==> config.mk <==
export PLATFORM = sky130hd
export DESIGN_NAME = mini_src_control_unit
export DESIGN_NICKNAME = d
export VERILOG_FILES = /design/src/rtl/mini_src_control_unit.sv
export SDC_FILE = /design/constraint.sdc
export NUM_CORES = 1
export LEC_CHECK = 0
export ABC_CLOCK_PERIOD_IN_PS = 5900
export BUFFER_PORTS_ARGS = -buffer_cell sky130_fd_sc_hd__buf_2
export CORE_MARGIN = 3
export CORE_UTILIZATION = 52
export CTS_CLUSTER_DIAMETER = 120
export DETAILED_ROUTE_END_ITERATION = 6
export PLACE_DENSITY = 0.95
export SLEW_MARGIN = 20
export SYNTH_ARGS = -nofsm -noshare
export SYNTH_HDL_FRONTEND = slang
export SYNTH_SLANG_ARGS = --single-unit
export TNS_END_PERCENT = 5
==> constraint.sdc <==
create_clock -name clk -period 5.9 [get_ports clk]
set_input_delay 0.295 -clock clk [delete_from_list [all_inputs] [get_ports clk]]
set_output_delay 0.295 -clock clk [all_outputs]
set_load 0.02 [all_outputs]
==> src/rtl/mini_src_control_unit.sv <==
// Hardwired Moore sequencer for the Mini SRC datapath: fetch in T0-T2, per-opcode execute in T3-T7.
// Strobes are a pure decode of the current step and opcode, so each is held for one full cycle.
module mini_src_control_unit (
   input  logic        clk,
   input  logic        clr,
   input  logic [31:0] IR_Data,
   input  logic        CON_out,
   output logic        PC_in, IR_in, Y_in, Z_in, HI_in, LO_in, MAR_in, MDR_in, OutPort_in, CON_in,
   output logic        IncPC,
   output logic        PC_out, Zhigh_out, Zlow_out, HI_out, LO_out, MDR_out, InPort_out, C_out,
   output logic        Read, Write,
   output logic        Gra, Grb, Grc, Rin, Rout, BAout,
   output logic [4:0]  alu_instruction_bits,
   output logic        run
);
   // state   | meaning
   // RST     | held in reset, everything low
   // T0-T2   | instruction fetch
   // T3-T7   | execute steps, length depends on opcode
   // HALT    | parked after halt until clr
   typedef enum logic [3:0] {
      ST_RST, ST_T0, ST_T1, ST_T2, ST_T3, ST_T4, ST_T5, ST_T6, ST_T7, ST_HALT
   } step_t;

   localparam logic [4:0] OP_LD = 5'd0, OP_LDI = 5'd1, OP_ST = 5'd2, OP_ADD = 5'd3,
      OP_AND = 5'd5, OP_OR = 5'd6, OP_RLAST = 5'd11, OP_ADDI = 5'd12, OP_ANDI = 5'd13,
      OP_ORI = 5'd14, OP_MUL = 5'd15, OP_DIV = 5'd16, OP_NEG = 5'd17, OP_NOT = 5'd18,
      OP_BR = 5'd19, OP_JR = 5'd20, OP_JAL = 5'd21, OP_IN = 5'd22, OP_OUT = 5'd23,
      OP_MFHI = 5'd24, OP_MFLO = 5'd25, OP_HALT = 5'd27;

   step_t      step, last_step;
   logic [4:0] opcode_q, op;
   logic       is_rtype, is_alu;
   logic       unused_ir;

   assign unused_ir = ^IR_Data[26:0];
   // IR is loaded on the T2->T3 edge, so T3 decodes the live IR field and later steps use the latch.
   assign op       = (step == ST_T3) ? IR_Data[31:27] : opcode_q;
   assign is_rtype = (op >= OP_ADD && op <= OP_RLAST) || op == OP_NEG || op == OP_NOT;
   assign is_alu   = is_rtype || op == OP_ADDI || op == OP_ANDI || op == OP_ORI;

   always_comb begin
      last_step = ST_T3;
      if (op == OP_LD || op == OP_ST)                     last_step = ST_T7;
      else if (op == OP_MUL || op == OP_DIV || op == OP_BR) last_step = ST_T6;
      else if (op == OP_LDI || is_alu)                    last_step = ST_T5;
      else if (op == OP_JAL)                              last_step = ST_T4;
   end

   always_ff @(posedge clk or negedge clr) begin
      if (!clr) begin
         step     <= ST_RST;
         opcode_q <= 5'd0;
      end else begin
         if (step == ST_T3) opcode_q <= IR_Data[31:27];
         case (step)
            ST_RST:  step <= ST_T0;
            ST_HALT: step <= ST_HALT;
            default: begin
               if (step == ST_T3 && op == OP_HALT) step <= ST_HALT;
               else if (step == last_step)         step <= ST_T0;
               else                                step <= step_t'(step + 4'd1);
            end
         endcase
      end
   end

   always_comb begin
      PC_in = 1'b0; IR_in = 1'b0; Y_in = 1'b0; Z_in = 1'b0; HI_in = 1'b0; LO_in = 1'b0;
      MAR_in = 1'b0; MDR_in = 1'b0; OutPort_in = 1'b0; CON_in = 1'b0; IncPC = 1'b0;
      PC_out = 1'b0; Zhigh_out = 1'b0; Zlow_out = 1'b0; HI_out = 1'b0; LO_out = 1'b0;
      MDR_out = 1'b0; InPort_out = 1'b0; C_out = 1'b0; Read = 1'b0; Write = 1'b0;
      Gra = 1'b0; Grb = 1'b0; Grc = 1'b0; Rin = 1'b0; Rout = 1'b0; BAout = 1'b0;
      alu_instruction_bits = 5'd0;
      run = (step != ST_RST) && (step != ST_HALT);
      case (step)
         ST_T0: begin PC_out = 1'b1; MAR_in = 1'b1; IncPC = 1'b1; Z_in = 1'b1; end
         ST_T1: begin Zlow_out = 1'b1; PC_in = 1'b1; Read = 1'b1; MDR_in = 1'b1; end
         ST_T2: begin MDR_out = 1'b1; IR_in = 1'b1; end
         ST_T3: begin
            case (op)
               OP_LD, OP_LDI, OP_ST: begin Grb = 1'b1; BAout = 1'b1; Y_in = 1'b1; end
               OP_MUL, OP_DIV:       begin Gra = 1'b1; Rout = 1'b1; Y_in = 1'b1; end
               OP_BR:   begin Gra = 1'b1; Rout = 1'b1; CON_in = 1'b1; end
               OP_JR:   begin Gra = 1'b1; Rout = 1'b1; PC_in = 1'b1; end
               OP_JAL:  begin PC_out = 1'b1; Grb = 1'b1; Rin = 1'b1; end
               OP_IN:   begin InPort_out = 1'b1; Gra = 1'b1; Rin = 1'b1; end
               OP_OUT:  begin Gra = 1'b1; Rout = 1'b1; OutPort_in = 1'b1; end
               OP_MFHI: begin HI_out = 1'b1; Gra = 1'b1; Rin = 1'b1; end
               OP_MFLO: begin LO_out = 1'b1; Gra = 1'b1; Rin = 1'b1; end
               default: if (is_alu) begin Grb = 1'b1; Rout = 1'b1; Y_in = 1'b1; end
            endcase
         end
         ST_T4: begin
            case (op)
               OP_LD, OP_LDI, OP_ST, OP_ADDI: begin C_out = 1'b1; alu_instruction_bits = OP_ADD; Z_in = 1'b1; end
               OP_ANDI: begin C_out = 1'b1; alu_instruction_bits = OP_AND; Z_in = 1'b1; end
               OP_ORI:  begin C_out = 1'b1; alu_instruction_bits = OP_OR; Z_in = 1'b1; end
               // unary ops and mul/div take their second operand from Rb
               OP_MUL, OP_DIV, OP_NEG, OP_NOT: begin
                  Grb = 1'b1; Rout = 1'b1; alu_instruction_bits = op; Z_in = 1'b1;
               end
               OP_BR:   begin PC_out = 1'b1; Y_in = 1'b1; end
               OP_JAL:  begin Gra = 1'b1; Rout = 1'b1; PC_in = 1'b1; end
               default: if (is_rtype) begin
                  Grc = 1'b1; Rout = 1'b1; alu_instruction_bits = op; Z_in = 1'b1;
               end
            endcase
         end
         ST_T5: begin
            case (op)
               OP_LD, OP_ST:   begin Zlow_out = 1'b1; MAR_in = 1'b1; end
               OP_MUL, OP_DIV: begin Zlow_out = 1'b1; LO_in = 1'b1; end
               OP_BR:   begin C_out = 1'b1; alu_instruction_bits = OP_ADD; Z_in = 1'b1; end
               default: if (op == OP_LDI || is_alu) begin Zlow_out = 1'b1; Gra = 1'b1; Rin = 1'b1; end
            endcase
         end
         ST_T6: begin
            case (op)
               OP_LD:          begin Read = 1'b1; MDR_in = 1'b1; end
               OP_ST:          begin Gra = 1'b1; Rout = 1'b1; MDR_in = 1'b1; end
               OP_MUL, OP_DIV: begin Zhigh_out = 1'b1; HI_in = 1'b1; end
               OP_BR:          begin Zlow_out = 1'b1; PC_in = CON_out; end
               default: ;
            endcase
         end
         ST_T7: begin
            if (op == OP_LD) begin MDR_out = 1'b1; Gra = 1'b1; Rin = 1'b1; end
            else if (op == OP_ST) Write = 1'b1;
         end
         default: ;
      endcase
   end
endmodule

==> results.py, run 1 <==
metrics = {
    "run_status": {
        "outcome": "finished clean",
    },
    "setup_path": {
        "crit_top_cell": "inv_1",
        "cp_max_fo": 22,
        "crit_path_start_kind": "flip-flop",
        "cp-end-kind": "output pin",
        "crit_family": "buffers and inverters",
        "required_ns": 5.61,
        "worstSetupPathType": "flip-flop to output pin",
        "cpPeakStageDelay_ns": 0.61,
        "worstRegToRegCells": 9,
        "reg2reg_to": "step[3]$_DFF_PN0_",
        "cp_num_buf_inv": 4,
        "ff2ff_setup_slack_ns": 3.23,
        "r2r_start": "step[1]$_DFF_PN0_",
        "worstPathCellList": "inv_1, ha_1, nand3b_1, buf_4, mux2i_1, inv_1, nor2_1, o21ai_0, a31oi_1, nand3_1, buf_2",
        "cpMaxStageDelayCell": "mux2i_1",
        "arrival_ns": 3.29,
    },
    "synthesis": {
        "synth.distinct_cells": 57,
        "synth_top_area_share_pct": 14.7,
        "ys_ff_latch": 9,
        "synth_most_common_cell": "nand2_1",
        "synth_edf_count": 0,
        "synthTopCellsByArea": "dfrtp_1 (15%), nand2_1 (6.4%), nor2_1 (5.9%)",
        "avgSynthCellArea_sq_um": 7.07,
        "yosys-top-cells-count": "nand2_1 (26), nor2_1 (24), inv_1 (13)",
        "yosys_warnings": 0,
        "syn-num-nets": 256,
        "synth_area_leader_cell": "dfrtp_1",
        "syn-cell-area_sq_mm": 0.00154,
        "postSynth.asyncResetShare_pct": 100,
        "synth_ff_type": "dfrtp_1",
        "yosysSeqAreaShare_pct": 14.7,
        "syn_inst": 217,
    },
    "cts": {
        "htreeDepth": 1,
        "cts.sinks": 9,
        "clockRootBuffer": "clkbuf_4",
        "cts_tree": "yes",
        "cts_resized": 0,
        "clk_path_buf_depth": 2,
        "clk_pin_slew_ns": 0.07,
        "cts_made_buffers": 3,
        "clk_latency_ns": 0.27,
    },
    "finish": {
        "final_util_pct": 62.7,
        "nFillCells": 237,
        "num_antenna_cells": 0,
        "multi_input_area_sq_mm": 0.00117,
        "seqCellArea_sq_um": 225,
        "drive_gt1_share_pct": 23.9,
        "fin_area_sq_mm": 0.00174,
        "fin_nets": 287,
        "area_growth_pct": 13.6,
    },
    "floorplanning": {
        "dieHeight_um": 60.3,
        "rows": 19,
        "initial_utilization_pct": 55.2,
        "die_x_um": 60.3,
        "dieArea_sq_mm": 0.00364,
        "io_pins": 68,
        "coreArea_sq_mm": 0.00278,
    },
    "sta": {
        "period_needed_ns": 3.59,
        "fin_tns_setup_ns": 0,
        "slew_headroom_pct": 55.3,
        "setup_violations": 0,
        "final.period_utilization_pct": 60.8,
        "worstMarginPinSlew_ns": 0.652,
        "rsz0062_at_grt": "false",
        "finalClockSkew_ns": 0.00473,
        "finalHoldViolations": 0,
        "final_max_slew_viol_count": 0,
        "fmax_ghz": 0.279,
    },
    "placed_design": {
        "gp_congestion": 1.02,
        "dpl.hpwl_mm": 3.56,
        "port_buffers": 40,
        "dpl_cell_area_sq_mm": 0.00171,
    },
    "detailed_routing": {
        "route.detailed.drc": 0,
        "first_iter_violations": 228,
        "post_drt_wl_per_cell_um": 17.6,
        "vias": 1915,
        "antenna_left": 0,
        "routed_wl_mm": 4.90,
        "first_pass_iters": 6,
        "vias_per_cell": 6.89,
    },
    "pwr": {
        "p_leak_nw": 0.836,
        "power_uw": 806,
        "vdd_drop_max_mv": 0.294,
        "p_per_area_mw_per_mm2": 462,
    },
    "grt": {
        "grt_pass1_wl_mm": 7.85,
        "grtUsageTotal_pct": 28.2,
        "grt_max_degree": 23,
        "grt_pass1_vias": 1641,
        "antenna_found_initial": 0,
        "overflow": 0,
    },
    "run": {
        "cap_violations": 0,
    },
    "min_path": {
        "hold_class": "primary input to asynchronous set/reset pin",
    },
}
[logic make-up after synthesis]
family | Yosys count | synth area share (%)
AND/OR/NAND/NOR | 103 | 34.1
multiplexers | 13 | 11.1
XOR/XNOR | 4 | 2.28
buffers and inverters | 31 | 9.05
flip-flops | 9 | 14.7
adder cells (fa/ha/maj) | 4 | 3.26
AO/OA/AOI/OAI | 53 | 25.6
[state kept, by name, indices dropped and copies added (netlist names)]
signal	flops
opcode_q	5
step	4
[where the power goes]
group / internal, mW / switching, mW
registers: 0.0920 / 0.0744
logic: 0.220 / 0.367
clock network: 0.0251 / 0.0263
total: 0.337 / 0.468
[cell usage in the layout, fill, tap and decap left out, types with 2 or more instances in the layout]
cell,instances
a211oi_1,2
a21oi_1,5
a221oi_1,3
a2bb2oi_1,2
a311o_1,2
a31oi_1,5
and2_1,3
and3_1,2
and4_1,2
buf_2,40
buf_4,3
clkbuf_4,3
dfrtp_1,9
ha_1,4
inv_1,13
mux2_2,2
mux2i_1,8
mux2i_4,3
nand2_1,26
nand2b_1,3
nand3_1,10
nand4_1,2
nor2_1,24
nor2b_1,6
nor3_1,8
nor4_1,5
o2111ai_1,2
o211ai_1,6
o21ai_0,11
o21ai_1,2
or3_1,2
or4_1,2
xnor2_1,3
[per-stage QoR]
step,setup WS [ns],std cells,hold WS [ns]
2_1_floorplan,3.17,217,-0.000591
3_3_place_gp,2.80,273,0.153
3_5_place_dp,2.75,273,0.158
4_1_cts,2.45,278,0.403
5_1_grt,2.18,278,0.435
6_report,2.31,278,0.397
[routing by layer]
layer  wire length (um)  GRT usage, %
met1               1780          38.3
met2               2190          42.9
met3                717          4.68
met4                212          14.2
met5                  0             0
[repair_timing]
item	in CTS	in global routing
buffers inserted	0	0
endpoints found under the hold margin	9	0
hold buffers	1	0
[worst max-delay path by stage]
stage | to | cells after the start | slack (ns) | start
2_1_floorplan | MAR_in | 8 | 3.17 | step[1]$_DFF_PN0_
3_3_place_gp | Rin | 11 | 2.80 | step[0]$_DFF_PN0_
3_5_place_dp | Gra | 11 | 2.75 | step[0]$_DFF_PN0_
4_1_cts | Gra | 11 | 2.45 | step[0]$_DFF_PN0_
5_1_grt | Gra | 11 | 2.18 | step[0]$_DFF_PN0_
6_report | Gra | 11 | 2.31 | step[0]$_DFF_PN0_
[cell type report]
cell class / instances / area share [%]
multi-input combinational: 177 / 67.1
clock inverter: 1 / 0.287
tap: 31 / 2.22
timing repair buffer: 44 / 13.3
clock buffer: 3 / 1.29
sequential: 9 / 12.9
inverter: 13 / 2.80
(Power assumes the default switching activity.)
==> run 2: changes to the inputs <==
--- a/config.mk
+++ b/config.mk
@@ -5,13 +5,14 @@
 export SDC_FILE = /design/constraint.sdc
 export NUM_CORES = 1
 export LEC_CHECK = 0
-export ABC_CLOCK_PERIOD_IN_PS = 5900
+export ABC_AREA = 1
+export ABC_CLOCK_PERIOD_IN_PS = 3200
 export BUFFER_PORTS_ARGS = -buffer_cell sky130_fd_sc_hd__buf_2
 export CORE_MARGIN = 3
-export CORE_UTILIZATION = 52
+export CORE_UTILIZATION = 41
 export CTS_CLUSTER_DIAMETER = 120
 export DETAILED_ROUTE_END_ITERATION = 6
-export PLACE_DENSITY = 0.95
+export PLACE_DENSITY = 0.86
 export SLEW_MARGIN = 20
 export SYNTH_ARGS = -nofsm -noshare
 export SYNTH_HDL_FRONTEND = slang
==> constraint.sdc (replaced) <==
create_clock -name clk -period 3.2 [get_ports clk]
set_input_delay 0.16 -clock clk [delete_from_list [all_inputs] [get_ports clk]]
set_output_delay 0.16 -clock clk [all_outputs]
set_load 0.02 [all_outputs]
==> results.py, run 2 <==
metrics = {
    "finish": {
        "stdcell_count": 283,
        "final_common_cell": "nand2_1",
        "drive_gt1_share_pct": 29.4,
        "final_util_pct": 53.5,
        "num_antenna_cells": 0,
        "largest_reg_flops": 5,
        "area_growth_pct": 20.5,
        "nFillCells": 301,
        "largest_register": "opcode_q",
        "fin_nets": 292,
        "final_cell_mix": "nand2_1 (53), buf_2 (40), inv_1 (32)",
        "top_regs": "opcode_q x5, step x4",
    },
    "synthesis": {
        "synth.distinct_cells": 33,
        "syn-num-nets": 249,
        "synth_area_leader_cell": "dfrtp_1",
        "yosysSeqAreaShare_pct": 17.8,
        "postSynth.asyncResetShare_pct": 100,
        "synth_most_common_cell": "nand2_1",
        "syn-cell-area_sq_mm": 0.00127,
        "synth_top_area_share_pct": 17.8,
        "synth_ff_type": "dfrtp_1",
        "synthTopCellsByArea": "dfrtp_1 (18%), nand2_1 (16%), inv_1 (9.5%)",
        "yosys-top-cells-count": "nand2_1 (53), inv_1 (32), nor2_1 (29)",
        "syn_inst": 210,
        "avgSynthCellArea_sq_um": 6.03,
        "synth_edf_count": 0,
        "yosys_warnings": 0,
        "ys_ff_latch": 9,
    },
    "detailed_routing": {
        "antenna_left": 0,
        "vias": 1512,
        "first_pass_iters": 5,
        "vias_per_cell": 5.34,
        "route.detailed.drc": 0,
        "routed_wl_mm": 3.55,
        "post_drt_wl_per_cell_um": 12.5,
        "first_iter_violations": 111,
    },
    "floorplanning": {
        "dieArea_sq_mm": 0.00379,
        "coreArea_sq_mm": 0.00285,
        "io_pins": 68,
        "die_x_um": 61.6,
        "dieHeight_um": 61.6,
        "initial_utilization_pct": 44.4,
        "rows": 19,
    },
    "cts": {
        "cts.sinks": 9,
        "htreeDepth": 1,
        "clk_latency_ns": 0.26,
        "clockRootBuffer": "clkbuf_4",
        "clk_pin_slew_ns": 0.06,
        "clk_path_buf_depth": 2,
        "cts_tree": "yes",
        "cts_setup_buffers": 0,
        "cts_made_buffers": 3,
    },
    "setup_path": {
        "cpPeakStageDelay_ns": 0.45,
        "cpMaxStageDelayCell": "dfrtp_1",
        "cp-end-kind": "output pin",
        "arrival_ns": 2.81,
        "crit_path_start_kind": "flip-flop",
        "required_ns": 3.04,
        "crit_family": "simple AND/OR/NAND/NOR gates",
        "cp_num_buf_inv": 4,
        "worstSetupPathType": "flip-flop to output pin",
        "cp_max_fo": 19,
        "worstPathCellList": "inv_1, ha_1, nand3_4, nand2_1, o21ai_4, inv_6, nand3_2, nand2_2, nand3_4, nor2_4, inv_1, a21oi_1, o21ai_0, buf_2",
    },
    "grt": {
        "use_met1_pct": 25.2,
        "met3_usage_pct": 3.98,
        "grtUsageTotal_pct": 20.4,
        "grt_pass1_vias": 1435,
        "overflow": 0,
        "antenna_found_initial": 0,
        "busiest_layer": "met2",
        "grt_max_degree": 20,
        "grt_pass1_wl_mm": 5.98,
        "met2_usage_pct": 34.5,
    },
    "sta": {
        "slew_headroom_pct": 66.6,
        "period_needed_ns": 2.97,
        "fin_tns_setup_ns": 0,
        "final.period_utilization_pct": 92.7,
        "finalHoldViolations": 0,
        "worstMarginPinSlew_ns": 0.500,
        "fmax_ghz": 0.337,
        "finalClockSkew_ns": 0.000289,
        "rsz0062_at_grt": "false",
        "setup_violations": 0,
        "final_max_slew_viol_count": 0,
    },
    "run_status": {
        "outcome": "finished clean",
    },
    "pwr": {
        "vdd_drop_max_mv": 0.162,
        "p_per_area_mw_per_mm2": 137,
        "p_leak_nw": 0.999,
    },
    "placed_design": {
        "gp_congestion": 0.898,
        "placed_cells": 278,
        "port_buffers": 40,
        "dpl.hpwl_mm": 2.85,
    },
    "min_path": {
        "hold_class": "primary input to asynchronous set/reset pin",
    },
    "run": {
        "cap_violations": 0,
    },
}
run 2: cell count changes after synthesis, sizes merged, moves of 4 or more:
| cell | previous run | this run |
|---|---|---|
| inv | 13 | 38 |
| a31oi | 5 | 1 |
| o211ai | 7 | 1 |
| nand4 | 2 | 8 |
| nor2 | 24 | 36 |
| nand2 | 26 | 60 |
| nor4 | 6 | 1 |
| buf | 11 | 3 |
| nand3 | 11 | 19 |
| clkbuf | 7 | 1 |
| mux2i | 11 | 0 |
| nor2b | 6 | 0 |
run 2: what timing repair did:
item | CTS | global route
endpoints found under the hold margin | 9 | 0
hold buffers | 1 | 0
setup endpoints to repair | 0 | 1
resized for setup | 0 | 1
run 2: logic make-up after synthesis:
logic type | share of synthesized area (%)
simple gates | 52.5
buf+inv | 13.9
compound gates | 11.2
flops | 17.8
fa+ha+maj | 3.95
xor+xnor | 0.692
run 2: layer usage:
layer  part of all wire, %  vias up  wire length, um
met2                    51       76             1820
met3                   6.5        9              232
met5                     0        -                0
met1                    41      675             1440
li1                      -      752                -
met4                   1.4        0               49
run 2: power by group:
group          switching [mW]  internal [mW]
logic                 0.00496        0.00408
registers                   0          0.114
clock network          0.0375         0.0479
run 2: cell type report:
cell class                      count  area [sq um]  share of cell area [%]
Timing Repair Buffer               42           218                    14.3
Clock buffer                        4          26.3                    1.72
Sequential cell                     9           225                    14.8
Multi-Input combinational cell    159           867                    56.9
Tap cell                           31          38.8                    2.54
Inverter                           38           150                    9.84
run 2: path summary, 6_finish.rpt:
kind | start | to | slack (ns) | cells past startpoint
worst max-delay path | step[0]$_DFF_PN0_ | Rin | 0.23 | 14
min in group clk | IR_Data[27] | opcode_q[0]$_DFF_PN0_ | 0.30 | 3
worst min-delay path | clr | opcode_q[4]$_DFF_PN0_ | 0.28 | 2
max in group asynchronous | clr | step[1]$_DFF_PN0_ | 2.75 | 2
worst max register to register | step[0]$_DFF_PN0_ | step[3]$_DFF_PN0_ | 0.61 | 15
worst min register to register | opcode_q[1]$_DFF_PN0_ | opcode_q[1]$_DFF_PN0_ | 0.58 | 2
run 2: metrics by stage:
stage	cell area [sq um]	power (mW)	hold slack (ns)	setup slack, ns
global route	1530	0.221	0.297	0.00247
detailed placement	1490	0.124	0.0206	0.558
global placement	1490	0.124	0.0163	0.545
CTS	1520	0.213	0.271	0.253
floorplan	1270	0.117	-0.136	0.885
finish	1530	0.208	0.281	0.233
